**src/rtl/jtag_tap_ctrl.sv**
```systemverilog
// IEEE 1149.1 TAP controller with instruction register, bypass and IDCODE data registers,
// and control outputs for an external boundary-scan chain.
module jtag_tap_ctrl #(
    parameter int unsigned         IR_WIDTH   = 4,
    parameter logic [31:0]         IDCODE_VAL = 32'h0ABC_D0F1,
    parameter logic [IR_WIDTH-1:0] SAMPLE_OPC = 4'b0001,
    parameter logic [IR_WIDTH-1:0] IDCODE_OPC = 4'b0010
) (
    input  logic                tck,
    input  logic                trst,
    input  logic                tms,
    input  logic                tdi,
    input  logic                bsr_so,
    output logic                tdo,
    output logic                tdo_en,
    output logic                shift_dr,
    output logic                capture_en,
    output logic                update_en,
    output logic                mode,
    output logic                bsr_si,
    output logic [IR_WIDTH-1:0] instr
);

    localparam logic [IR_WIDTH-1:0] EXTEST_OPC  = '0;
    localparam logic [IR_WIDTH-1:0] IR_CAPTURE  = {{(IR_WIDTH-2){1'b0}}, 2'b01};

    typedef enum logic [3:0] {
        TLR, RTI,
        SEL_DR, CAP_DR, SHF_DR, EX1_DR, PAU_DR, EX2_DR, UPD_DR,
        SEL_IR, CAP_IR, SHF_IR, EX1_IR, PAU_IR, EX2_IR, UPD_IR
    } tap_state_e;

    typedef enum logic [1:0] {
        DR_BYPASS,
        DR_IDCODE,
        DR_BOUNDARY
    } dr_sel_e;

    tap_state_e          state_q, state_d;
    logic [IR_WIDTH-1:0] instr_q, instr_d;
    logic [IR_WIDTH-1:0] ir_sr_q;
    logic                bypass_q;
    logic [31:0]         idcode_q;
    logic                tdo_en_q, shift_dr_q, capture_en_q, update_en_q, mode_q;
    dr_sel_e             dr_sel, dr_sel_d;

    function automatic dr_sel_e dr_decode(input logic [IR_WIDTH-1:0] opc);
        if (opc == EXTEST_OPC || opc == SAMPLE_OPC) return DR_BOUNDARY;
        if (opc == IDCODE_OPC)                      return DR_IDCODE;
        return DR_BYPASS;
    endfunction

    // NOTE: every combinational output gets a default before the case so no latch is inferred.
    always_comb begin
        state_d = state_q;
        unique case (state_q)
            TLR:    state_d = tms ? TLR    : RTI;
            RTI:    state_d = tms ? SEL_DR : RTI;
            SEL_DR: state_d = tms ? SEL_IR : CAP_DR;
            CAP_DR: state_d = tms ? EX1_DR : SHF_DR;
            SHF_DR: state_d = tms ? EX1_DR : SHF_DR;
            EX1_DR: state_d = tms ? UPD_DR : PAU_DR;
            PAU_DR: state_d = tms ? EX2_DR : PAU_DR;
            EX2_DR: state_d = tms ? UPD_DR : SHF_DR;
            UPD_DR: state_d = tms ? SEL_DR : RTI;
            SEL_IR: state_d = tms ? TLR    : CAP_IR;
            CAP_IR: state_d = tms ? EX1_IR : SHF_IR;
            SHF_IR: state_d = tms ? EX1_IR : SHF_IR;
            EX1_IR: state_d = tms ? UPD_IR : PAU_IR;
            PAU_IR: state_d = tms ? EX2_IR : PAU_IR;
            EX2_IR: state_d = tms ? UPD_IR : SHF_IR;
            UPD_IR: state_d = tms ? SEL_DR : RTI;
        endcase
    end

    // Entering TLR wins over an IR update so a reset path never latches a scanned opcode.
    always_comb begin
        instr_d = instr_q;
        if (state_q == UPD_IR) instr_d = ir_sr_q;
        if (state_d == TLR)    instr_d = IDCODE_OPC;
    end

    assign dr_sel   = dr_decode(instr_q);
    assign dr_sel_d = dr_decode(instr_d);

    // Control outputs are registered from next-state so they line up with the state they describe.
    // NOTE: sequential state uses non-blocking assignments only, so every register samples pre-edge values.
    always_ff @(posedge tck or posedge trst) begin
        if (trst) begin
            state_q      <= TLR;
            instr_q      <= IDCODE_OPC;
            tdo_en_q     <= 1'b0;
            shift_dr_q   <= 1'b0;
            capture_en_q <= 1'b1;
            update_en_q  <= 1'b0;
            mode_q       <= 1'b0;
        end else begin
            state_q      <= state_d;
            instr_q      <= instr_d;
            tdo_en_q     <= (state_d == SHF_DR) || (state_d == SHF_IR);
            shift_dr_q   <= (state_d == SHF_DR);
            capture_en_q <= !(((state_d == CAP_DR) || (state_d == SHF_DR)) &&
                              (dr_sel_d == DR_BOUNDARY));
            update_en_q  <= (state_d == UPD_DR) && (dr_sel_d == DR_BOUNDARY);
            mode_q       <= (instr_d == EXTEST_OPC);
        end
    end

    // Shift registers act on the current state; they hold in every state not listed here.
    always_ff @(posedge tck or posedge trst) begin
        if (trst) begin
            ir_sr_q  <= '0;
            bypass_q <= 1'b0;
            idcode_q <= IDCODE_VAL;
        end else begin
            unique case (state_q)
                CAP_IR: ir_sr_q <= IR_CAPTURE;
                SHF_IR: ir_sr_q <= {tdi, ir_sr_q[IR_WIDTH-1:1]};
                CAP_DR: begin
                    if (dr_sel == DR_BYPASS) bypass_q <= 1'b0;
                    if (dr_sel == DR_IDCODE) idcode_q <= IDCODE_VAL;
                end
                SHF_DR: begin
                    if (dr_sel == DR_BYPASS) bypass_q <= tdi;
                    if (dr_sel == DR_IDCODE) idcode_q <= {tdi, idcode_q[31:1]};
                end
                default: ;
            endcase
        end
    end

    always_comb begin
        tdo = 1'b0;
        if (state_q == SHF_IR) begin
            tdo = ir_sr_q[0];
        end else if (state_q == SHF_DR) begin
            unique case (dr_sel)
                DR_BYPASS:   tdo = bypass_q;
                DR_IDCODE:   tdo = idcode_q[0];
                DR_BOUNDARY: tdo = bsr_so;
                default:     tdo = 1'b0;
            endcase
        end
    end

    assign tdo_en     = tdo_en_q;
    assign shift_dr   = shift_dr_q;
    assign capture_en = capture_en_q;
    assign update_en  = update_en_q;
    assign mode       = mode_q;
    assign bsr_si     = tdi;
    assign instr      = instr_q;

endmodule

```
**config.mk**
```make
export PLATFORM = sky130hd
export DESIGN_NAME = jtag_tap_ctrl
export DESIGN_NICKNAME = d
export VERILOG_FILES = /design/src/rtl/jtag_tap_ctrl.sv
export SDC_FILE = /design/constraint.sdc
export NUM_CORES = 1
export LEC_CHECK = 0
export ABC_AREA = 0
export CAP_MARGIN = 20
export CORE_MARGIN = 2
export CORE_UTILIZATION = 45
export DETAILED_ROUTE_END_ITERATION = 7
export HOLD_SLACK_MARGIN = 0.08
export PLACE_DENSITY = 0.67
export SYNTH_ARGS = -nofsm -noshare
export SYNTH_HDL_FRONTEND = slang
export SYNTH_SLANG_ARGS = --single-unit
export TNS_END_PERCENT = 5
```
**constraint.sdc**
```tcl
create_clock -name tck -period 2.5 [get_ports tck]
set_input_delay 0.5 -clock tck [delete_from_list [all_inputs] [get_ports tck]]
set_output_delay 0.5 -clock tck [all_outputs]
set_load 0.05 [all_outputs]
```
==> results.yml <==
outcome:
  status: "complete, no violations"
die:
  floorplan.initialDensity_pct: 46.3
  ios: 16
  die-area_sq_um: 5400
  die_y_microns: 73.5
  die_w_microns: 73.5
  rows: 25
  core_area_sq_um: 4690
setup_path:
  rr_endpoint: "idcode_q[13]"
  endpoint: "tdo"
  slowest_delay_ns: 0.57
  cp_num_cells: 3
  critical_path_class: "reg -> out"
  end_kind: "output port"
  cp.required_ns: 2.00
  rr_worst_depth: 5
  cp.arrival_ns: 1.85
  crit_fanout: 9
  r2r_start: "state_q[0]"
  critical_path.slowest_cell: "or4b_4"
  r2r_setup_slack_ns: 0.49
  crit_family: "simple AND/OR/NAND/NOR gates"
  path_buf_inv: 1
  crit_start: "state_q[0]"
  worst_setup_path_start_kind: "register"
  path_cells: "or4b_4 -> o22ai_1 -> buf_12"
detailed_routing:
  via_per_inst: 5.72
  drt_first_pass_iters: 4
  wl_per_cell_microns: 16.0
  route.detailed.drc: 0
  ant_nets: 0
  drt-total-wl_mm: 4.27
  vias: 1527
  drt_iter0_markers: 90
synthesis:
  synth_top_area_share_pct: 38.0
  syn-cell-area_sq_um: 2170
  yosys.area.top_type: "dfrtp_1"
  async_flop_share_pct: 100
  synth_common_cells: "dfrtp_1 (33), nand2_1 (26), a22o_1 (17), dfstp_2 (17), o22a_1 (16)"
  syn_nets: 199
  synth_ff_type: "dfrtp_1"
  synth-seq-cells: 50
  synthTopCellsByArea: "dfrtp_1 (38%), dfstp_2 (21%), a22o_1 (6.8%), o22a_1 (6.4%), nand2_1 (4.5%)"
  synth-seq-area-share_pct: 58.5
  synth-warning-count: 0
  synth_edf_count: 0
  yosys.cell_count.top_type: "dfrtp_1"
  yosys.cell_types.count: 34
  avgSynthCellArea_sq_um: 11.2
  postSynthCellCount: 194
cts:
  htreeDepth: 2
  cts.sinks: 50
  cts_buffers: 5
  tritoncts: "done"
  cts.hold.buffers_added: 0
  clk_latency_ns: 0.30
  postCtsSetupBuffers: 0
  cts-root-buf: "clkbuf_8"
  cts.clk_slew.worst_paths_ns: 0.09
  cts_resized: 0
  clk_path_buf_depth: 2
final_layout:
  drive_gt1_share_pct: 21.1
  multi_input_area_sq_um: 805
  final-seq-area_sq_um: 1270
  areaGrowthSynthToFinish_pct: 17.8
  finalNetCount: 217
  antenna_cells: 0
  fillers: 419
worst_hold_path:
  hold_class: "reg -> reg"
timing:
  tightest_slew_ns: 0.529
  layout_worst_path_cycle_share_pct: 93.9
  hold_viol: 0
  rsz0062_at_grt: "false"
  maxSlewHeadroom_pct: 64.5
  slew_violations: 0
  final.setup.tns_ns: 0
  fin_worst_skew_ns: 0.00756
  post-route-min-period_ns: 2.35
  finalSetupViolCount: 0
  fmax_mhz: 426
grt:
  overflow: 0
  grt_first_pass_wirelength_mm: 7.46
  grt_pass1_vias: 1617
  grtUsageTotal_pct: 18.3
  antenna_found_initial: 0
  grt_max_degree: 22
placement:
  place_hpwl_mm: 2.91
  place.port_buffers: 15
  place_congestion: 0.847
power_and_ir_drop:
  leakage_nw: 1.10
  peakVddDrop_mv: 0.598
  power_density_nw_per_um2: 1440
  total_power_mw: 3.70
run:
  drv_cap: 0
[logic make-up after synthesis]
logic type,after synthesis,share of synthesized area [%]
AO/OA/AOI/OAI,62,21.5
XOR/XNOR,2,0.806
buffers and inverters,20,4.49
flip-flops,50,58.5
multiplexers,1,0.518
AND/OR/NAND/NOR,59,14.2
[per-layer routing]
metal	wire length, microns	track usage (%)	vias up
li1	-	-	736
met1	1910	22.2	757
met2	2150	30.7	24
met3	113	4.80	10
met4	98	7.68	0
met5	0	0	-
[power by group]
group	total, mW	switching [mW]	internal [mW]
sequential	1.47	0.247	1.22
combinational	1.54	0.877	0.662
clock	0.693	0.266	0.427
total	3.70	1.39	2.31
[stage by stage]
step / worst slack, ns / instance area [sq um] / instances / hold WS, ns / utilization [%]
6_report: 0.153 / 2560 / 267 / 0.508 / 54.6
5_1_grt: 0.0436 / 2560 / 267 / 0.529 / 54.6
4_1_cts: 0.140 / 2560 / 267 / 0.511 / 54.6
3_5_place_dp: 0.261 / 2420 / 259 / 0.490 / 51.6
3_3_place_gp: 0.251 / 2420 / 259 / 0.482 / 51.6
2_1_floorplan: 0.000348 / 2170 / 194 / 0.466 / -
[worst min path at each step]
stage	from	endpoint	slack (ns)	cells after the start
floorplan	idcode_q[29]	idcode_q[29]	0.47	1
finish	idcode_q[9]	idcode_q[9]	0.51	1
global route	idcode_q[27]	idcode_q[27]	0.53	1
global placement	idcode_q[31]	idcode_q[31]	0.48	1
CTS	idcode_q[31]	idcode_q[31]	0.51	1
detailed placement	idcode_q[9]	idcode_q[9]	0.49	1
[sequential cells by signal, indices dropped and copies added (netlist names)]
register	count
idcode_q	32
update_en	1
mode	1
bypass_q	1
ir_sr_q	4
state_q	4
shift_dr	1
capture_en	1
tdo_en	1
instr	4
[area by class of cell]
type	count	area share [%]
inverters	4	0.586
clock buffers	6	3.22
well taps	54	2.64
flip-flops and latches	50	49.7
repair buffers	27	10.2
multi-input cells	124	31.4
clock inverters	2	2.34
[cell usage in the layout, fill, tap and decap left out, drive strengths merged]
cell and n:
dfstp 17, or2b 1, a32o 1, o22a 16, xor2 2, o21ai 7
or4b 1, clkdlybuf4s50 13, or4 2, o221ai 1, nor3 10, inv 4
nor2b 2, mux2 1, nand2b 2, nor2 6, nand4 1, and3 2
clkbuf 6, a22oi 1, o22ai 2, buf 14, bufinv 2, nand2 26
o31ai 1, a21oi 11, nand3b 3, o21bai 1, o21a 2, dfrtp 33
a211oi 2, nand3 3, a22o 17
Power figures use the tool's default switching activity.
